==> src/rtl/param_fifo.sv <==
// Parametrised synchronous FIFO with show-ahead read, occupancy count,
// programmable almost-full/almost-empty flags, synchronous flush and error pulses.
module param_fifo #(
  parameter int unsigned WIDTH    = 8,
  parameter int unsigned DEPTH    = 4,
  parameter int unsigned AF_LEVEL = DEPTH - 1,
  parameter int unsigned AE_LEVEL = 1
) (
  input  logic                       clk,
  input  logic                       rst,
  input  logic                       flush,
  input  logic [WIDTH-1:0]           din,
  input  logic                       push,
  input  logic                       pop,
  output logic [WIDTH-1:0]           dout,
  output logic                       empty,
  output logic                       full,
  output logic                       almost_empty,
  output logic                       almost_full,
  output logic [$clog2(DEPTH):0]     count,
  output logic                       overflow,
  output logic                       underflow
);

  localparam int unsigned AW = $clog2(DEPTH);
  localparam int unsigned CW = AW + 1;

  logic [WIDTH-1:0] mem_q [DEPTH];
  logic [AW-1:0]    rd_ptr_q, rd_ptr_d;
  logic [AW-1:0]    wr_ptr_q, wr_ptr_d;
  logic [CW-1:0]    count_q, count_d;
  logic             overflow_q, overflow_d;
  logic             underflow_q, underflow_d;
  logic             push_ok, pop_ok;

  assign empty        = (count_q == '0);
  assign full         = (count_q == CW'(DEPTH));
  assign almost_empty = (count_q <= CW'(AE_LEVEL));
  assign almost_full  = (count_q >= CW'(AF_LEVEL));
  assign count        = count_q;
  assign overflow     = overflow_q;
  assign underflow    = underflow_q;
  assign dout         = empty ? '0 : mem_q[rd_ptr_q];

  // A pop on a full FIFO frees the slot the simultaneous push lands in.
  assign pop_ok  = pop & ~empty;
  assign push_ok = push & (~full | pop_ok);

  always_comb begin
    rd_ptr_d    = rd_ptr_q;
    wr_ptr_d    = wr_ptr_q;
    count_d     = count_q;
    overflow_d  = 1'b0;
    underflow_d = 1'b0;
    if (flush) begin
      rd_ptr_d = '0;
      wr_ptr_d = '0;
      count_d  = '0;
    end else begin
      overflow_d  = push & ~push_ok;
      underflow_d = pop & ~pop_ok;
      if (push_ok) wr_ptr_d = wr_ptr_q + 1'b1;
      if (pop_ok)  rd_ptr_d = rd_ptr_q + 1'b1;
      if (push_ok && !pop_ok)      count_d = count_q + 1'b1;
      else if (pop_ok && !push_ok) count_d = count_q - 1'b1;
    end
  end

  always_ff @(posedge clk or negedge rst) begin
    if (!rst) begin
      rd_ptr_q    <= '0;
      wr_ptr_q    <= '0;
      count_q     <= '0;
      overflow_q  <= 1'b0;
      underflow_q <= 1'b0;
    end else begin
      rd_ptr_q    <= rd_ptr_d;
      wr_ptr_q    <= wr_ptr_d;
      count_q     <= count_d;
      overflow_q  <= overflow_d;
      underflow_q <= underflow_d;
    end
  end

  always_ff @(posedge clk) begin
    if (push_ok && !flush) mem_q[wr_ptr_q] <= din;
  end

endmodule

==> config.mk <==
export PLATFORM = sky130hd
export DESIGN_NAME = param_fifo
export DESIGN_NICKNAME = d
export VERILOG_FILES = /design/src/rtl/param_fifo.sv
export SDC_FILE = /design/constraint.sdc
export NUM_CORES = 1
export LEC_CHECK = 0
export CORE_ASPECT_RATIO = 0.75
export CORE_MARGIN = 2
export CORE_UTILIZATION = 50
export CTS_BUF_LIST = sky130_fd_sc_hd__clkbuf_16
export DETAILED_ROUTE_END_ITERATION = 7
export PLACE_DENSITY = 0.75
export SETUP_SLACK_MARGIN = 0.3
export SYNTH_ARGS = -nofsm -noshare
export SYNTH_HDL_FRONTEND = slang
export SYNTH_SLANG_ARGS = --single-unit
==> constraint.sdc <==
create_clock -name clk -period 2.2 [get_ports clk]
set_input_delay 0.33 -clock clk [delete_from_list [all_inputs] [get_ports clk]]
set_output_delay 0.33 -clock clk [all_outputs]
set_load 0.005 [all_outputs]
**After elaboration in Yosys (flattened, before gate mapping)**

Memory sizes are Yosys's and may differ from the RTL's.
Cells that the tools add are included.

- $add $sub $neg: 4
- Reductions and logical operators: 10
- Bitwise operators: 9
- Muxes and demuxes: 12
- Equal/unequal tests: 1
- $lt $le $gt $ge: 2

Operators by type and width:

| kind | number |
|---|---|
| 3-bit 2-to-1 mux | 3 |
| 2-bit 2-to-1 mux | 4 |
| 8-bit 2-to-1 mux | 1 |
| 2-bit by 1-bit adder with 2-bit output, second input constant | 2 |
| 1-bit AND | 4 |
| 1-bit 2-to-1 mux | 4 |
| 1-bit NOT | 4 |
| 2-bit nonzero test | 2 |
| 3-bit by 1-bit adder with 3-bit output, second input constant | 1 |
| 3-bit == test, second input constant | 1 |
| 3-bit by 2-bit greater-or-equal comparator with 1-bit output, second input constant | 1 |
| 3-bit by 1-bit less-or-equal comparator with 1-bit output, second input constant | 1 |
| 1-bit logical AND | 3 |
| 1-bit logical NOT | 3 |
| 3-bit logical NOT | 1 |
| 3-bit nonzero test | 1 |
| 3-bit by 1-bit subtractor with 3-bit output, second input constant | 1 |
| 1-bit bitwise OR | 1 |

- Word-level logic and storage cells: 44
- Memories kept: 1
- Bits in writable memories: 32
- Bits of input ports: 13
- Register bits: 9

Memory list:

| name | depth | width | read ports | clocked after Yosys merged registers in | wr ports | RTL line | RTL |
|---|---|---|---|---|---|---|---|
| mem_q | 4 | 8 | 1 | 0 | 1 | 28 | `logic [WIDTH-1:0] mem_q [DEPTH];` |

**Longest topological paths before layout**

Gate-level depths: netlist of run 1.

- Depth in word-level cells: 10
- Depth in mapped cells: 7

**Worst setup path after synthesis of run 1**

No wires, ideal clock.

- Path kind: register to register
- From: register count_q[0] (netlist: count[0])
- To: memory mem_q[0][0], enable pin
- Cell stages (with the launch flop): 7
- Buffers on the path: 1
- Setup time: 0.332 ns
- Period minus slack after synthesis: 1.806 ns
- Arrival time: 1.475 ns
- Path slack: 0.394 ns
- Cells stage by stage: dfrtp_1 inv_1 ha_1 buf_2 and3b_1 nor2_1 and2_1

- Longest elaborated chain between the ends: 8
- Elaborated cells between the ends (all ways): 10

Ends and longest elaborated chain:

| item | RTL line | RTL |
|---|---|---|
| start, declared | 31 | `logic [CW-1:0] count_q, count_d;` |
| start signal, assigned | 79 | `count_q <= count_d;` |
| 3-bit logical NOT | 36 | `assign empty = (count_q == '0);` |
| 1-bit NOT | 46 | `assign pop_ok = pop & ~empty;` |
| 1-bit AND | 46 |  |
| 1-bit bitwise OR * | 47 | `assign push_ok = push & (~full \| pop_ok);` |
| 1-bit AND * | 47 |  |
| 1-bit logical AND * | 86 | `if (push_ok && !flush) mem_q[wr_ptr_q] <= din;` |
| 1-bit 2-to-1 mux * | 86 |  |
| 1-bit 2-to-1 mux (not written as such) * | 86 |  |
| end, declared | 28 |  |

Mark *: on every way between the ends. The rest lies on a longest branch, timed or not.

**Worst setup path in the final report of run 1**

- From: register rd_ptr_q[0]
- To: output port dout[5]

- Longest elaborated chain between the ends: 2

Ends and longest elaborated chain:

| item | RTL line | RTL |
|---|---|---|
| start, declared | 29 | `logic [AW-1:0] rd_ptr_q, rd_ptr_d;` |
| start signal, assigned | 77 | `rd_ptr_q <= rd_ptr_d;` |
| memory read 4 x 8 bit | n/a |  |
| 8-bit 2-to-1 mux | 43 | `assign dout = empty ? '0 : mem_q[rd_ptr_q];` |
| end, declared | 15 | `output logic [WIDTH-1:0] dout,` |

No other way between the ends.

==> summary.txt, run 1 <==
Final layout
  – Commonest cells after routing, fill and taps aside: 32 x edfxtp_1, 17 x clkdlybuf4s50_1, 11 x buf_6, 11 x buf_4, 9 x dfrtp_1
  – Area Growth Syn to Fin: 38.89%
  – FILL cells: 238
  – Layout Cells excl Fill: 240
  – Antenna cells: 0
  – Share of layout cells above drive strength 1: 0.3511
  – Commonest non-fill, non-tap cell in the layout: edfxtp_1
  – # nets final: 209

Critical path
  – Reg2reg path depth: 7
  – Crit path kind: reg -> out
  – Delay-heaviest family, CP: multiplexers
  – Worst Path Arrival: 1.67 ns
  – Slowest cell on crit path: mux4_2
  – Worst Setup EP: dout[5]
  – Buf+Inv Stages, Crit Path: 2
  – Setup crit start: rd_ptr_q[0]
  – Register-to-register setup slack: 0.36 ns
  – Crit path depth: 4
  – Required @ worst endpoint: 1.87 ns
  – CP Cell Sequence: buf_6, mux4_2, and2_1, clkdlybuf4s15_1
  – Reg2reg end: mem_q[3][3]
  – Startpoint types: register
  – CP endpoint kind: primary output
  – Crit Path Max Fanout: 4
  – FF-to-FF Start: count[1]
  – Largest stage delay, worst path: 0.49 ns

Drt
  – Vias post-DR: 1315
  – DR iter-0 viols: 104
  – Wirelength per Cell: 17.39 um
  – DRC: 0
  – Antenna viol nets, final: 0
  – Drt total wl: 4.173 mm
  – DR vias/cell: 5.479
  – TritonRoute pass-1 iters: 4

Global route
  – Largest net degree at the start of global routing: 15
  – GRT Residual Overflow: 0
  – Vias in the first global route: 1364
  – Global-route wire length before repair: 6.803 mm
  – GRT Total Usage: 0.2053
  – Initial antenna violation count: 0

Clock tree
  – Max clock buf depth: 2
  – Clock slew at reported path FFs: 0.06 ns
  – H-tree levels: 2
  – TritonCTS Sinks: 41
  – Clk root buf: clkbuf_16
  – CTS tree: done
  – Worst-skew pair later-pin latency: 0.28 ns
  – CTS buffer count: 5
  – Hold Buf Count CTS: 0

Timing
  – Final Hold Viols: 0
  – Max frequency: 0.5003 GHz
  – Setup Skew: 0.002959 ns
  – Clock period minus worst slack: 1.999 ns
  – Actual slew at the worst max-slew pin: 0.4614 ns
  – Endpoints failing setup: 0
  – Period Utilization, post-route: 0.9085
  – Fin. max-slew vios: 0
  – RSZ-0062 raised after global routing: yes
  – Fin Setup TNS: 0 ns
  – Slew margin rel.: 0.6914

Logic synthesis
  – Prevailing post-synth register cell: edfxtp_1
  – Area of the mapped netlist: 1953 sq um
  – Syn avg cell area: 14.58 sq um
  – Synth Warn #: 0
  – Post-synth EDFFs: 32
  – Mapped Cells: 134
  – Number of synthesized register bits: 41
  – Yosys cell types: 33
  – Post-synthesis async set-or-reset flop share: 0.2195
  – Seq/Total Area, Yosys: 0.6073
  – Post-Syn Nets: 156

Die
  – Core ar.: 3709 sq um
  – Horiz. Die Dim: 76.17 um
  – FP Rows: 19
  – Die Height: 58.13 um
  – Initial core utilization: 0.5267
  – Die area: 4427 sq um
  – IO Pins: 30

Hold path
  – HP Class: in -> async

Place
  – Cell Count Post-Placement: 219
  – Final HPWL DP: 2.596 mm
  – RD Place Congestion: 0.7703
  – # port buffers: 29

Power
  – Maximum VDD drop: 0.7816 mV
  – Final Power: 3.179 mW
  – Pwr/cell area: 1172 nW/um^2
  – Leakage: 1.048 nW

Status
  – Status: finished, final reports clean

Flow run
  – Maxcap violations: 0
==> cells by family (layout without fill, tap and decap cells) <==
| family | count (synthesis) | count (layout) | synth area share |
|---|---|---|---|
| compound gates | 21 | 21 | 0.06791 |
| xor+xnor | 1 | 1 | 0.004485 |
| fa+ha+maj | 10 | 10 | 0.06278 |
| buf+inv | 16 | 70 | 0.03908 |
| flops | 41 | 41 | 0.6073 |
| mux | 9 | 9 | 0.1134 |
| simple gates | 36 | 36 | 0.1051 |
==> state kept, by name (all words and copies together) (netlist names) <==
| register | flops |
|---|---|
| count | 3 |
| wr_ptr_q | 2 |
| rd_ptr_q | 2 |
| underflow | 1 |
| mem_q | 32 |
| overflow | 1 |
==> per-layer routing <==
| layer | vias to the layer above | global-route usage | wire length (um) |
|---|---|---|---|
| li1 | 603 | - | - |
| met1 | 660 | 0.2516 | 1710 |
| met2 | 46 | 0.3712 | 2161 |
| met3 | 6 | 0.04517 | 245 |
| met4 | 0 | 0.06753 | 56 |
| met5 | - | 0 | 0 |
==> through the flow <==
stage	utilization	worst slack, ns	hold WS, ns	instance area, sq um
4_1_cts	0.7254	0.1359	0.3887	2690
2_1_floorplan	-	0.3937	0.03441	1953
6_report	0.7314	0.2013	0.3712	2713
3_3_place_gp	0.6474	0.2218	0.5794	2401
3_5_place_dp	0.6474	0.1665	0.6097	2401
5_1_grt	0.7314	0.1508	0.4184	2713
==> synth_stat cells (2+ instances only) <==
master,number,share of area
a21oi_1,7,0.018
and2_1,13,0.042
buf_2,2,0.0051
clkbuf_1,3,0.0058
dfrtp_1,9,0.12
edfxtp_1,32,0.49
ha_1,9,0.058
inv_1,7,0.013
mux4_1,8,0.11
nand2b_1,2,0.0064
nand3_1,3,0.0077
nor2_1,9,0.017
nor2b_1,4,0.013
o21ai_0,7,0.018
==> report_power, final <==
| group | switching, mW | total [mW] | internal [mW] |
|---|---|---|---|
| combinational | 0.543 | 1.30 | 0.753 |
| clock | 0.279 | 0.932 | 0.653 |
| sequential | 0.0543 | 0.951 | 0.897 |
| total | 0.877 | 3.18 | 2.30 |
==> worst min path at each step <==
stage	startpoint	end	slack (ns)	depth (start not counted)
floorplan	rst	count[0]	0.03	0
global placement	wr_ptr_q[0]	wr_ptr_q[0]	0.58	2
detailed placement	wr_ptr_q[0]	wr_ptr_q[0]	0.61	2
CTS	rst	wr_ptr_q[0]	0.39	1
global route	rst	rd_ptr_q[0]	0.42	1
finish	rst	wr_ptr_q[0]	0.37	1
==> cell type report <==
cell class,instances,area (sq um),share of cell area
multi-input cells,77,701.9,0.2588
clock buffers,5,125.1,0.04613
flip-flops and latches,41,1186,0.4373
well taps,52,65.06,0.02399
inverters,9,36.28,0.01338
clock inverters,3,68.82,0.02537
repair buffers,53,529.3,0.1951
==> what timing repair did <==
item / 4_1_cts / 5_1_grt
gates resized for setup: 59 / 11
pin swaps: 8 / 2
buffers inserted: 12 / 1
setup endpoints to repair: 44 / 26
Note: power is estimated with default switching activity, not from simulation.
==> run 2, diff against run 1 <==
- CORE_MARGIN: 2 -> 10
==> summary.txt, run 2 (synthesis gave the netlist of run 1 again) <==
Place
  – Pre-CTS WS: 0.1398 ns (-0.02674 ns)
  – RD Place Congestion: 0.8391 (+8.9%)
  – # port buffers: 29 (unchanged)
  – Final HPWL DP: 2.913 mm (+12%)
  – Placed instance area: 2394 sq um (-0.31%)

Final layout
  – Most flop-heavy register: mem_q
  – FILL cells: 250 (+5.0%)
  – Util after Layout: 0.7294 (-0.002024)
  – Post-Layout Inst Area: 2705 sq um (-0.28%)
  – Multi-input gate area: 694.4 sq um (-1.1%)
  – Share of layout cells above drive strength 1: 0.3474 (-0.003695)
  – Sequential Area: 1186 sq um (unchanged)
  – Max FFs per register: 32 (unchanged)
  – Commonest cells after routing, fill and taps aside: 32 x edfxtp_1, 17 x clkdlybuf4s50_1, 16 x buf_4, 10 x and2_1, 9 x dfrtp_1
  – Commonest non-fill, non-tap cell in the layout: edfxtp_1
  – Area Growth Syn to Fin: 38.50%
  – # nets final: 211 (+0.96%)
  – Antenna cells: 0 (unchanged)

Die
  – Die Height: 74.13 um (+28%)
  – FP Rows: 19 (unchanged)
  – Horiz. Die Dim: 92.17 um (+21%)
  – Core ar.: 3709 sq um (unchanged)
  – IO Pins: 30 (unchanged)
  – Initial core utilization: 0.5267 (unchanged)
  – Die area: 6832 sq um (+54%)

Critical path
  – Required @ worst endpoint: 1.87 ns (about the same)
  – Startpoint types: register
  – FF-to-FF Start: count[0]
  – CP endpoint kind: primary output
  – Register-to-register setup slack: 0.39 ns (+0.03 ns)
  – Crit Path Max Fanout: 5 (+1)
  – Worst Path Arrival: 1.72 ns (+0.05 ns)
  – Reg2reg end: mem_q[3][2]
  – Crit path kind: reg -> out
  – Reg2reg path depth: 7 (unchanged)

Clock tree
  – Clk root buf: clkbuf_16
  – Clock slew at reported path FFs: 0.06 ns (about the same)
  – CTS tree: done
  – TritonCTS Sinks: 41 (unchanged)
  – Hold Buf Count CTS: 0 (unchanged)
  – Worst-skew pair later-pin latency: 0.29 ns (about the same)
  – Max clock buf depth: 2 (unchanged)
  – CTS buffer count: 5 (unchanged)
  – H-tree levels: 2 (unchanged)

Power
  – P_sw: 0.9267 mW (+5.7%)
  – Sw frac: 0.2879 (+0.01217)
  – Pwr/cell area: 1190 nW/um^2 (+1.5%)
  – Maximum VDD drop: 0.8193 mV (+4.8%)
  – Part of the power in combinational logic: 0.409 (+0.002)
  – Share of total power in the clock network: 0.295 (+0.002)
  – Leakage: 1.054 nW (+0.55%)
  – Sequential Power Share: 0.295 (-0.004)
  – Internal power: 2.292 mW (-0.44%)

Timing
  – Endpoints failing setup: 0 (unchanged)
  – Fin Setup TNS: 0 ns (unchanged)
  – Setup ws final: 0.1504 ns (-0.05091 ns)
  – Setup Skew: 0.006634 ns (+0.003675 ns)
  – Clock period minus worst slack: 2.050 ns (+0.05091 ns)
  – Slew margin rel.: 0.6617 (-0.02976)
  – RSZ-0062 raised after global routing: yes
  – Period Utilization, post-route: 0.9317 (+0.02314)
  – Final Hold Viols: 0 (unchanged)
  – Actual slew at the worst max-slew pin: 0.5059 ns (+0.04449 ns)
  – Max frequency: 0.4879 GHz (-2.5%)
  – Fin. max-slew vios: 0 (unchanged)

Drt
  – DRC: 0 (unchanged)
  – TritonRoute pass-1 iters: 4 (unchanged)
  – DR iter-0 viols: 211 (+100%)
  – DR vias/cell: 5.459 (-0.37%)
  – Wirelength per Cell: 19.46 um (+12%)
  – Vias post-DR: 1321 (+0.46%)
  – Drt total wl: 4.709 mm (+13%)
  – Antenna viol nets, final: 0 (unchanged)

Global route
  – Largest net degree at the start of global routing: 15 (unchanged)
  – GRT Total Usage: 0.1449 (-0.06037)
  – Initial antenna violation count: 0 (unchanged)
  – Global-route wire length before repair: 7.410 mm (+8.9%)
  – Vias in the first global route: 1398 (+2.5%)
  – GRT Residual Overflow: 0 (unchanged)

Flow run
  – Maxcap violations: 0 (unchanged)

Status
  – Status: finished, final reports clean

Hold path
  – HP Class: in -> async
-- run 2: cell type report --
cell class | count | area share
tap | 52 | 0.02405
inverter | 9 | 0.01434
multi-input combinational | 77 | 0.2567
sequential | 41 | 0.4385
timing repair buffer | 55 | 0.1947
clock inverter | 3 | 0.02544
clock buffer | 5 | 0.04625
-- run 2: metal layers --
| metal | routed length (um) | track usage | up-vias | share of wire |
|---|---|---|---|---|
| met4 | 88 | 0.06485 | 0 | 0.019 |
| met2 | 2456 | 0.2398 | 46 | 0.52 |
| met5 | 0 | 0 | - | 0 |
| li1 | - | - | 604 | - |
| met3 | 302 | 0.05427 | 7 | 0.064 |
| met1 | 1861 | 0.1673 | 664 | 0.40 |
-- run 2: worst max path at each step --
stage                     start          end
global route        rd_ptr_q[0]      dout[0]
floorplan              count[0]  mem_q[0][0]
CTS                 rd_ptr_q[0]      dout[5]
finish              rd_ptr_q[0]      dout[4]
global placement    rd_ptr_q[0]      dout[2]
detailed placement  rd_ptr_q[0]      dout[5]
-- run 2: per-stage QoR --
stage | instances | total power, mW | hold slack [ns]
3_3_place_gp | 218 | 1.931 | 0.5827
2_1_floorplan | 134 | 1.476 | 0.03441
6_report | 242 | 3.219 | 0.3792
5_1_grt | 242 | 3.381 | 0.3923
3_5_place_dp | 218 | 1.981 | 0.6213
4_1_cts | 240 | 3.137 | 0.3639
-- run 2: timing repair --
item                                    in CTS  in global routing
gates cloned                                 1                  0
hold endpoints to repair                     0                  0
setup buffers                               13                  2
endpoints found under the setup margin      45                 42
pin swaps                                    8                  3
gates resized for setup                     58                 10
-- run 2: power by group through the flow --
| stage | Clock [mW] | Combinational, mW | Sequential, mW |
|---|---|---|---|
| 2_1_floorplan | 0 | 0.528 | 0.948 |
| 3_3_place_gp | 0 | 0.976 | 0.955 |
| 3_5_place_dp | 0 | 1.02 | 0.960 |
| 4_1_cts | 0.969 | 1.22 | 0.946 |
| 5_1_grt | 0.995 | 1.43 | 0.958 |
| 6_report | 0.950 | 1.32 | 0.951 |
-- run 2: worst max-delay path, cell delays in order, from the launching register on --
cell	delay [ns]
dfrtp_1	0.42
buf_6	0.15
buf_4	0.11
mux4_2	0.48
and2_1	0.15
buf_2	0.12
